File: config.mk
export PLATFORM = sky130hd
export DESIGN_NAME = regfile_write_arbiter_flat
export DESIGN_NICKNAME = d
export VERILOG_FILES = /design/src/rtl/regfile_pkg.sv /design/src/rtl/regfile_write_arbiter_if.sv /design/src/rtl/rf_rr_arb.sv /design/src/rtl/regfile_write_arbiter.sv /design/src/flat_wrapper.sv
export SDC_FILE = /design/constraint.sdc
export NUM_CORES = 1
export LEC_CHECK = 0
export CAP_MARGIN = 5
export CORE_MARGIN = 3
export CORE_UTILIZATION = 30
export DETAILED_ROUTE_END_ITERATION = 12
export PLACE_DENSITY_LB_ADDON = 0.05
export SKIP_LAST_GASP = 1
export SLEW_MARGIN = 10
export SYNTH_ARGS = -nofsm -noshare
export SYNTH_HDL_FRONTEND = slang
export SYNTH_SLANG_ARGS = --single-unit
File: constraint.sdc
create_clock -name clk -period 2.6 [get_ports clk]
set_input_delay 0.78 -clock clk [delete_from_list [all_inputs] [get_ports clk]]
set_output_delay 0.78 -clock clk [all_outputs]
set_load 0.02 [all_outputs]
File: src/rtl/regfile_pkg.sv
// Shared widths and requester ids for the register-file writeback arbiter.
// Pure definitions: no logic, no latency, no flow control.
package regfile_pkg;
    localparam int XLEN     = 32;
    localparam int ADDR_W   = 5;
    localparam int NUM_REGS = 32;

    typedef enum logic {
        REQ_ALU = 1'b0,
        REQ_MEM = 1'b1
    } req_id_e;
endpackage

File: src/rtl/regfile_write_arbiter_if.sv
// Writeback request, register-file write and forwarding query bundle.
// master = requesters/regfile side, slave = arbiter side.
interface regfile_write_arbiter_if #(
    parameter int XLEN   = regfile_pkg::XLEN,
    parameter int ADDR_W = regfile_pkg::ADDR_W
);
    logic              alu_valid;
    logic [ADDR_W-1:0] alu_rd;
    logic [XLEN-1:0]   alu_data;
    logic              alu_ready;
    logic              mem_valid;
    logic [ADDR_W-1:0] mem_rd;
    logic [XLEN-1:0]   mem_data;
    logic              mem_ready;
    logic              reg_write;
    logic [ADDR_W-1:0] rd;
    logic [XLEN-1:0]   write_data;
    logic [ADDR_W-1:0] fwd_rs1;
    logic [ADDR_W-1:0] fwd_rs2;
    logic              fwd_hit1;
    logic              fwd_hit2;
    logic [XLEN-1:0]   fwd_data1;
    logic [XLEN-1:0]   fwd_data2;

    modport slave (
        input  alu_valid, alu_rd, alu_data, mem_valid, mem_rd, mem_data, fwd_rs1, fwd_rs2,
        output alu_ready, mem_ready, reg_write, rd, write_data,
               fwd_hit1, fwd_hit2, fwd_data1, fwd_data2
    );

    modport master (
        output alu_valid, alu_rd, alu_data, mem_valid, mem_rd, mem_data, fwd_rs1, fwd_rs2,
        input  alu_ready, mem_ready, reg_write, rd, write_data,
               fwd_hit1, fwd_hit2, fwd_data1, fwd_data2
    );
endinterface

File: src/rtl/rf_rr_arb.sv
// Two-way round-robin grant, purely combinational (0 cycles).
// Uncontended requests pass straight through; contention goes to the requester not last granted.
module rf_rr_arb
    import regfile_pkg::*;
(
    input  logic [1:0] req,
    input  req_id_e    last_grant,
    output logic [1:0] grant
);
    always_comb begin
        grant = req;
        if (req[REQ_ALU] && req[REQ_MEM]) begin
            grant = 2'b00;
            if (last_grant == REQ_MEM) begin
                grant[REQ_ALU] = 1'b1;
            end else begin
                grant[REQ_MEM] = 1'b1;
            end
        end
    end
endmodule

File: src/rtl/regfile_write_arbiter.sv
// Arbitrates ALU and load writebacks onto one regfile write port; 1-cycle latency, forwards the in-flight write.
// Backpressure: ready is combinational; a contended loser waits at most one cycle, rd==0 requests are sunk at once.
module regfile_write_arbiter #(
    parameter int XLEN   = regfile_pkg::XLEN,
    parameter int ADDR_W = regfile_pkg::ADDR_W
) (
    input  logic                  clk,
    input  logic                  reset,
    regfile_write_arbiter_if.slave bus
);
    import regfile_pkg::*;

    logic              alu_rd_zero;
    logic              mem_rd_zero;
    logic [1:0]        req;
    logic [1:0]        grant;

    logic              out_valid_q, out_valid_d;
    logic [ADDR_W-1:0] out_rd_q,    out_rd_d;
    logic [XLEN-1:0]   out_data_q,  out_data_d;
    req_id_e           last_grant_q, last_grant_d;

    assign alu_rd_zero  = (bus.alu_rd == '0);
    assign mem_rd_zero  = (bus.mem_rd == '0);
    assign req[REQ_ALU] = bus.alu_valid && !alu_rd_zero;
    assign req[REQ_MEM] = bus.mem_valid && !mem_rd_zero;

    rf_rr_arb u_arb (
        .req        (req),
        .last_grant (last_grant_q),
        .grant      (grant)
    );

    // x0 writes are swallowed here so they never occupy the write port.
    assign bus.alu_ready = !reset && bus.alu_valid && (alu_rd_zero || grant[REQ_ALU]);
    assign bus.mem_ready = !reset && bus.mem_valid && (mem_rd_zero || grant[REQ_MEM]);

    always_comb begin
        out_valid_d  = |grant;
        out_rd_d     = out_rd_q;
        out_data_d   = out_data_q;
        last_grant_d = last_grant_q;
        if (grant[REQ_ALU]) begin
            out_rd_d   = bus.alu_rd;
            out_data_d = bus.alu_data;
        end else if (grant[REQ_MEM]) begin
            out_rd_d   = bus.mem_rd;
            out_data_d = bus.mem_data;
        end
        if (&req) begin
            last_grant_d = grant[REQ_MEM] ? REQ_MEM : REQ_ALU;
        end
    end

    always_ff @(posedge clk or posedge reset) begin
        if (reset) begin
            out_valid_q  <= 1'b0;
            out_rd_q     <= '0;
            out_data_q   <= '0;
            last_grant_q <= REQ_MEM;
        end else begin
            out_valid_q  <= out_valid_d;
            out_rd_q     <= out_rd_d;
            out_data_q   <= out_data_d;
            last_grant_q <= last_grant_d;
        end
    end

    assign bus.reg_write  = out_valid_q;
    assign bus.rd         = out_rd_q;
    assign bus.write_data = out_data_q;

    assign bus.fwd_hit1  = out_valid_q && (out_rd_q == bus.fwd_rs1) && (bus.fwd_rs1 != '0);
    assign bus.fwd_hit2  = out_valid_q && (out_rd_q == bus.fwd_rs2) && (bus.fwd_rs2 != '0);
    assign bus.fwd_data1 = bus.fwd_hit1 ? out_data_q : '0;
    assign bus.fwd_data2 = bus.fwd_hit2 ? out_data_q : '0;
endmodule

File: src/flat_wrapper.sv
// flat-port wrapper written by rule: the top's interface ports become plain ports
module regfile_write_arbiter_flat import regfile_pkg::*;
#(
    parameter int XLEN   = regfile_pkg::XLEN,
    parameter int ADDR_W = regfile_pkg::ADDR_W
)
  (clk, reset, bus_alu_valid, bus_alu_rd, bus_alu_data, bus_mem_valid, bus_mem_rd, bus_mem_data, bus_fwd_rs1, bus_fwd_rs2, bus_alu_ready, bus_mem_ready, bus_reg_write, bus_rd, bus_write_data, bus_fwd_hit1, bus_fwd_hit2, bus_fwd_data1, bus_fwd_data2);
  regfile_write_arbiter_if #(.XLEN(XLEN), .ADDR_W(ADDR_W)) bus_i ();
  input  logic clk;
  input  logic reset;
  input wire logic [$bits(bus_i.alu_valid)-1:0] bus_alu_valid;
  input wire logic [$bits(bus_i.alu_rd)-1:0] bus_alu_rd;
  input wire logic [$bits(bus_i.alu_data)-1:0] bus_alu_data;
  input wire logic [$bits(bus_i.mem_valid)-1:0] bus_mem_valid;
  input wire logic [$bits(bus_i.mem_rd)-1:0] bus_mem_rd;
  input wire logic [$bits(bus_i.mem_data)-1:0] bus_mem_data;
  input wire logic [$bits(bus_i.fwd_rs1)-1:0] bus_fwd_rs1;
  input wire logic [$bits(bus_i.fwd_rs2)-1:0] bus_fwd_rs2;
  output wire logic [$bits(bus_i.alu_ready)-1:0] bus_alu_ready;
  output wire logic [$bits(bus_i.mem_ready)-1:0] bus_mem_ready;
  output wire logic [$bits(bus_i.reg_write)-1:0] bus_reg_write;
  output wire logic [$bits(bus_i.rd)-1:0] bus_rd;
  output wire logic [$bits(bus_i.write_data)-1:0] bus_write_data;
  output wire logic [$bits(bus_i.fwd_hit1)-1:0] bus_fwd_hit1;
  output wire logic [$bits(bus_i.fwd_hit2)-1:0] bus_fwd_hit2;
  output wire logic [$bits(bus_i.fwd_data1)-1:0] bus_fwd_data1;
  output wire logic [$bits(bus_i.fwd_data2)-1:0] bus_fwd_data2;
  assign bus_i.alu_valid = bus_alu_valid;
  assign bus_i.alu_rd = bus_alu_rd;
  assign bus_i.alu_data = bus_alu_data;
  assign bus_i.mem_valid = bus_mem_valid;
  assign bus_i.mem_rd = bus_mem_rd;
  assign bus_i.mem_data = bus_mem_data;
  assign bus_i.fwd_rs1 = bus_fwd_rs1;
  assign bus_i.fwd_rs2 = bus_fwd_rs2;
  assign bus_alu_ready = bus_i.alu_ready;
  assign bus_mem_ready = bus_i.mem_ready;
  assign bus_reg_write = bus_i.reg_write;
  assign bus_rd = bus_i.rd;
  assign bus_write_data = bus_i.write_data;
  assign bus_fwd_hit1 = bus_i.fwd_hit1;
  assign bus_fwd_hit2 = bus_i.fwd_hit2;
  assign bus_fwd_data1 = bus_i.fwd_data1;
  assign bus_fwd_data2 = bus_i.fwd_data2;
  regfile_write_arbiter #(.XLEN(XLEN), .ADDR_W(ADDR_W)) u_core (.clk(clk), .reset(reset), .bus(bus_i));
endmodule
==> run metrics, run 1 <==
crit-path max FO=8; Hold Startpoint=u_core.last_grant_q; routed vias/inst=5.06; Leak=2.37 nW; synthesis-stage register bit count=39; Overflow after GRT=0; slew at the pin with the worst max-slew slack=0.518 ns; Root Buffer=clkbuf_8; placed insts=548; core area=7770 sq um; clk buf depth=2; Tmin final=2.87 ns; Crit path largest cell delay=0.39 ns; Power, Total=2.62 mW; CP Data Required Time=1.82 ns; failing checks=setup timing; Die ar.=9140 sq um; register area share after synthesis=40.6%; clk slew on worst S/H paths=0.08 ns; worst skew pair latency=0.29 ns; run status=complete, but fails checks; Reg power frac=34.5%; Layout area overhead=125%; DRT Wirelength=10800 um; Synth area leaders=dfrtp_1 (40%), and2_1 (17%), a221o_1 (15%); R2R Path Start=u_core.last_grant_q; relative slew slack=65.5%; nets=557; RSZ-0062 raised after global routing=yes; largest net degree at the start of global routing=40; number of I/O pins=194; hold depth=1; router iterations before antenna repair=5; Num CTS Buffers=5; Sw Pwr=0.957 mW; combinational share of power=49.1%; Diodes inserted=0; reg2reg setup slack=0.88 ns; CTS tree=done; R2R cell count=6; layout cell share with drive strength beyond 1=47.8%; Die Height=95.6 um; CP cell instances=buf_8 > o41ai_4 > a211oi_4 > buf_6 > buf_12 > buf_12 > and2_4 > buf_6; antenna violations before repair=0; Yosys warning count=0; first-pass GRT wire length=16100 um; Port Buffers=193; PD cells=485 nW/um^2; top-area cell type share of the netlist area=39.5%; GRT Overall Usage=22.9%; GPL Wtd Cong=0.829; Setup TNS Final=-13.03 ns; starting density of the core=31.0%; data arrival time of the worst path=2.09 ns; wire length per cell=19.0 um; routed vias=2892; Mapped Cells=241; Avg Cell Area, Syn=9.99 sq um; Finished Core Util=69.6%; Hold Path End=u_core.last_grant_q; min-delay worst type=reg -> reg; Non-Filler Instances=571; CTS sink cnt=39; clk_skew=0.00610 ns; Final Setup Violations=66; Cell Rows=32; Worst setup SP type=primary input; Worst Slack Setup Final=-0.270 ns; htree depth=2; Int Power=1.66 mW; reg2reg end=u_core.bus.write_data[21]; syn nets=329; Netlist cell types=30; hpwl dp=6940 um; Clk pwr share=16.4%; fmax=348 MHz; Post-Syn Area=2410 sq um; Initial DRC Count=46; number of max-cap violations=0; Die Wd=95.6 um; Tcrit/Tclk final=110%; vias in the first global route=2954; Slew Viols, Final=0; Yosys top cell by area=dfrtp_1; Crit Path Class=in -> out; Final Hold Viols=0; hold buffers post-CTS=0; Routed Antenna Nets=0; cell at the slowest stage of the critical path=o41ai_4; Worst setup EP type=primary output; sw frac=36.5%; DRC Markers=0; Max VDD drop=0.251 mV
==> stage by stage <==
step / setup slack (ns) / instance area [sq um] / hold slack (ns)
after CTS: -0.272 / 5490 / 0.562
final: -0.270 / 5410 / 0.571
after global placement: -1.03 / 4730 / 0.533
after detailed placement: -1.08 / 4730 / 0.537
after floorplan: -0.0560 / 2470 / 0.532
after global routing: -0.304 / 5410 / 0.584
==> registers in the layout (all words and copies together), names as in the netlist <==
| name | count |
|---|---|
| u_core.bus.write_data | 32 |
| u_core.last_grant_q | 1 |
| u_core.bus.rd | 5 |
| u_core.bus.reg_write | 1 |
==> cell usage in the layout, fill, tap and decap left out, drive strengths merged, types with 2 or more instances in the layout <==
cell type      netlist  routed
and2                65      65
a221o               37      37
dfrtp               38      38
clkbuf              10       6
nor2                 8       8
buf                 10     129
clkdlybuf4s50        0     103
xor2                 4       4
or2                  2       2
nand2               10      10
dlygate4sd2          0       8
nor3                 2       2
nor3b               33      33
xnor2                5       5
o21ai                2       2
o311a                2       2
==> Yosys cell counts <==
library cell	instances
and2_1	65
dfrtp_1	38
a221o_1	37
nor3b_1	33
clkbuf_1	10
nand2_1	10
nor2_1	8
buf_2	7
xnor2_1	5
xor2_1	4
buf_6	2
inv_1	2
nor3_1	2
o311a_1	2
a211oi_1	1
a21boi_2	1
a21oi_2	1
and4_1	1
buf_4	1
dfstp_2	1
nand3_1	1
nor4_1	1
o211a_1	1
o21a_1	1
o21ai_0	1
o21ai_4	1
o41ai_1	1
or2_0	1
or2_2	1
or3_4	1
==> power groups by stage <==
stage	combinational [mW]	sequential, mW	clock (mW)
floorplan	0.385	1.01	0
global placement	1.15	0.885	0
detailed placement	1.17	0.889	0
CTS	1.30	0.893	0.439
global route	1.37	0.932	0.470
finish	1.29	0.904	0.431
==> repair_timing <==
item,CTS,global route
cloned,7,0
setup buffers,16,2
pin swaps,17,10
resized for setup,576,23
setup endpoints to repair,82,68
==> layer usage <==
layer	wire length [um]	share of wire, %	global-route usage, %	vias up
li1	-	-	-	1339
met1	4100	38	27.2	1413
met2	5780	53	41.6	130
met3	831	7.7	5.37	10
met4	114	1.1	5.33	0
met5	0	0	0	-
==> final cells by class <==
type	instances	area [sq um]
fillers	581	2360
well taps	102	128
flip-flops and latches	39	977
multi-input cells	180	1630
clock buffers	6	82.6
clock inverters	1	5.00
inverters	2	11.3
repair buffers	241	2570
==> worst max-delay path by stage <==
stage,depth (start not counted),startpoint,to
final,8,bus_fwd_rs2[3],bus_fwd_data2[22]
after global routing,8,bus_fwd_rs2[3],bus_fwd_data2[11]
after CTS,9,bus_fwd_rs1[0],bus_fwd_data1[22]
after detailed placement,7,bus_fwd_rs1[4],bus_fwd_data1[28]
after global placement,7,bus_fwd_rs1[4],bus_fwd_data1[23]
after floorplan,5,bus_fwd_rs1[4],bus_fwd_data1[22]
==> cells by family after synthesis <==
family,after synthesis,synth area share [%]
buf+inv,22,4.57
compound gates,47,19.3
simple gates,124,32.2
xor+xnor,9,3.27
flops,39,40.6
==> critical path: cells and delay by family <==
kind                   cells  cell delay (ns)
AO/OA/AOI/OAI              2             0.52
buffers and inverters      5             0.62
AND/OR/NAND/NOR            1             0.15
(Power assumes the default switching activity.)
==> inputs of run 2 (changes only) <==
Settings changed: SLEW_MARGIN 10 to 15.
==> results of run 2 <==
Final layout, timing and power as in run 1 (identical DEF).
==> inputs of run 3 (changes only) <==
Settings changed: SKIP_LAST_GASP 1 to default.
==> run 3 against run 2 <==
Against the previous run: the flow still finishes with violations (setup timing); design area unchanged; clock skew about the same; routed wire length about the same; sequential power about the same; highest routed layer unchanged.
==> run metrics, run 3 (same netlist as run 1, synthesis figures left out) <==
run status=complete, but fails checks; failing checks=setup timing; Cell Rows=32 (unchanged); most frequent cells in the layout=clkdlybuf4s50_1 (103), buf_6 (77), and2_4 (65); Initial DRC Count=47 (+2.2%); Worst setup SP type=primary input; router iterations before antenna repair=5 (unchanged); GPL Wtd Cong=0.829 (unchanged); Leak=2.37 nW (about the same); DRC Markers=0 (unchanged); Root Buffer=clkbuf_8; hpwl dp=6940 um (unchanged); CP Data Required Time=1.82 ns (about the same); nets=557 (unchanged); largest net degree at the start of global routing=40 (unchanged); relative slew slack=65.5% (about the same); routed vias/inst=5.05 (-0.28%); Num CTS Buffers=5 (unchanged); wire length per cell=19.0 um (about the same); Slew Viols, Final=0 (unchanged); min-delay worst type=reg -> reg; CTS sink cnt=39 (unchanged); Worst Slack Setup Final=-0.271 ns (-0.000744 ns); core area=7770 sq um (unchanged); DRT Wirelength=10800 um (about the same); Die ar.=9140 sq um (unchanged); clk buf depth=2 (unchanged); number of max-cap violations=0 (unchanged); crit-path max FO=8 (unchanged); Die Wd=95.6 um (unchanged); fmax=348 MHz (about the same); Layout area overhead=125% (unchanged); Overflow after GRT=0 (unchanged); first-pass GRT wire length=16000 um (-0.22%); Fillers=581 (unchanged); Worst setup EP type=primary output; max reg flops=32 (unchanged); data arrival time of the worst path=2.09 ns (about the same); Routed Antenna Nets=0 (unchanged); layout cell share with drive strength beyond 1=47.8% (unchanged); vias in the first global route=2948 (-0.20%); PD cells=485 nW/um^2 (about the same); RSZ-0062 raised after global routing=yes; slew at the pin with the worst max-slew slack=0.517 ns (-0.000216 ns); Non-Filler Instances=571 (unchanged); CTS tree=done; Diodes inserted=0 (unchanged); Multi-input gate area=1630 sq um (unchanged); Tcrit/Tclk final=110% (about the same); number of I/O pins=194 (unchanged); Final Setup Violations=66 (unchanged); antenna violations before repair=0 (unchanged); htree depth=2 (unchanged); GRT Overall Usage=22.9% (-0.066 points); commonest non-fill, non-tap cell in the layout=clkdlybuf4s50_1; Seq. cell area=977 sq um (unchanged); Crit Path Class=in -> out; placed insts=548 (unchanged); hold buffers post-CTS=0 (unchanged); Tmin final=2.87 ns (+0.000744 ns); worst skew pair latency=0.29 ns (about the same); clk_skew=0.00602 ns (-0.0000807 ns); routed vias=2884 (-0.28%); clk slew on worst S/H paths=0.08 ns (about the same); Final Hold Viols=0 (unchanged); starting density of the core=31.0% (unchanged); Max VDD drop=0.252 mV (+0.39%); Die Height=95.6 um (unchanged); Port Buffers=193 (unchanged); worst slack at placement=-1.08 ns (unchanged)
-- run 3: per-layer routing --
metal | GRT usage (%) | routed length (um) | part of all wire, % | vias up
met5 | 0 | 0 | 0 | -
met4 | 5.21 | 110 | 1.0 | 0
met3 | 5.29 | 797 | 7.4 | 8
met2 | 41.4 | 5810 | 54 | 120
met1 | 27.3 | 4120 | 38 | 1417
li1 | - | - | - | 1339
-- run 3: per-stage QoR --
stage               instance area [sq um]  TNS [ns]  utilization (%)  hold slack, ns  power, mW
floorplan                            2470    -0.514                -           0.532       1.40
global placement                     4730    -77.85             60.9           0.533       2.03
detailed placement                   4730    -80.37             60.9           0.537       2.06
CTS                                  5510    -15.16             70.9           0.562       2.63
global route                         5410    -15.98             69.6           0.584       2.77
finish                               5410    -13.00             69.6           0.571       2.62
-- run 3: layout make-up --
class                   instances  area share [%]
multi-input cells             180            30.1
clock buffers                   6            1.53
flip-flops and latches         39            18.1
inverters                       2           0.208
well taps                     102            2.36
clock inverters                 1          0.0926
repair buffers                241            47.6
-- run 3: critical path, cell delays in order --
cell      delay (ns)
buf_8           0.10
o41ai_4         0.39
a211oi_4        0.13
buf_6           0.15
buf_12          0.12
buf_12          0.13
and2_4          0.15
buf_6           0.12
-- run 3: final timing paths --
check,from,end,slack (ns),depth (start not counted)
max in group asynchronous,reset,u_core.last_grant_q,1.16,3
min in group asynchronous,reset,u_core.bus.write_data[23],1.06,3
max,bus_fwd_rs2[3],bus_fwd_data2[22],-0.27,8
min reg2reg,u_core.last_grant_q,u_core.last_grant_q,0.57,1
min,u_core.last_grant_q,u_core.last_grant_q,0.57,1
max reg2reg,u_core.last_grant_q,u_core.bus.write_data[21],0.88,6
-- run 3: power breakdown --
group / switching (mW) / total, mW / internal [mW]
clock network: 0.222 / 0.431 / 0.209
registers: 0.162 / 0.903 / 0.742
logic: 0.574 / 1.29 / 0.713
total: 0.957 / 2.62 / 1.66
-- run 3: what timing repair did --
item | in CTS | in global routing
endpoints found under the hold margin | 0 | 0
buffers inserted | 16 | 2
endpoints found under the setup margin | 82 | 68
cloned | 7 | 0
pin swaps | 18 | 10
gates resized for setup | 581 | 18
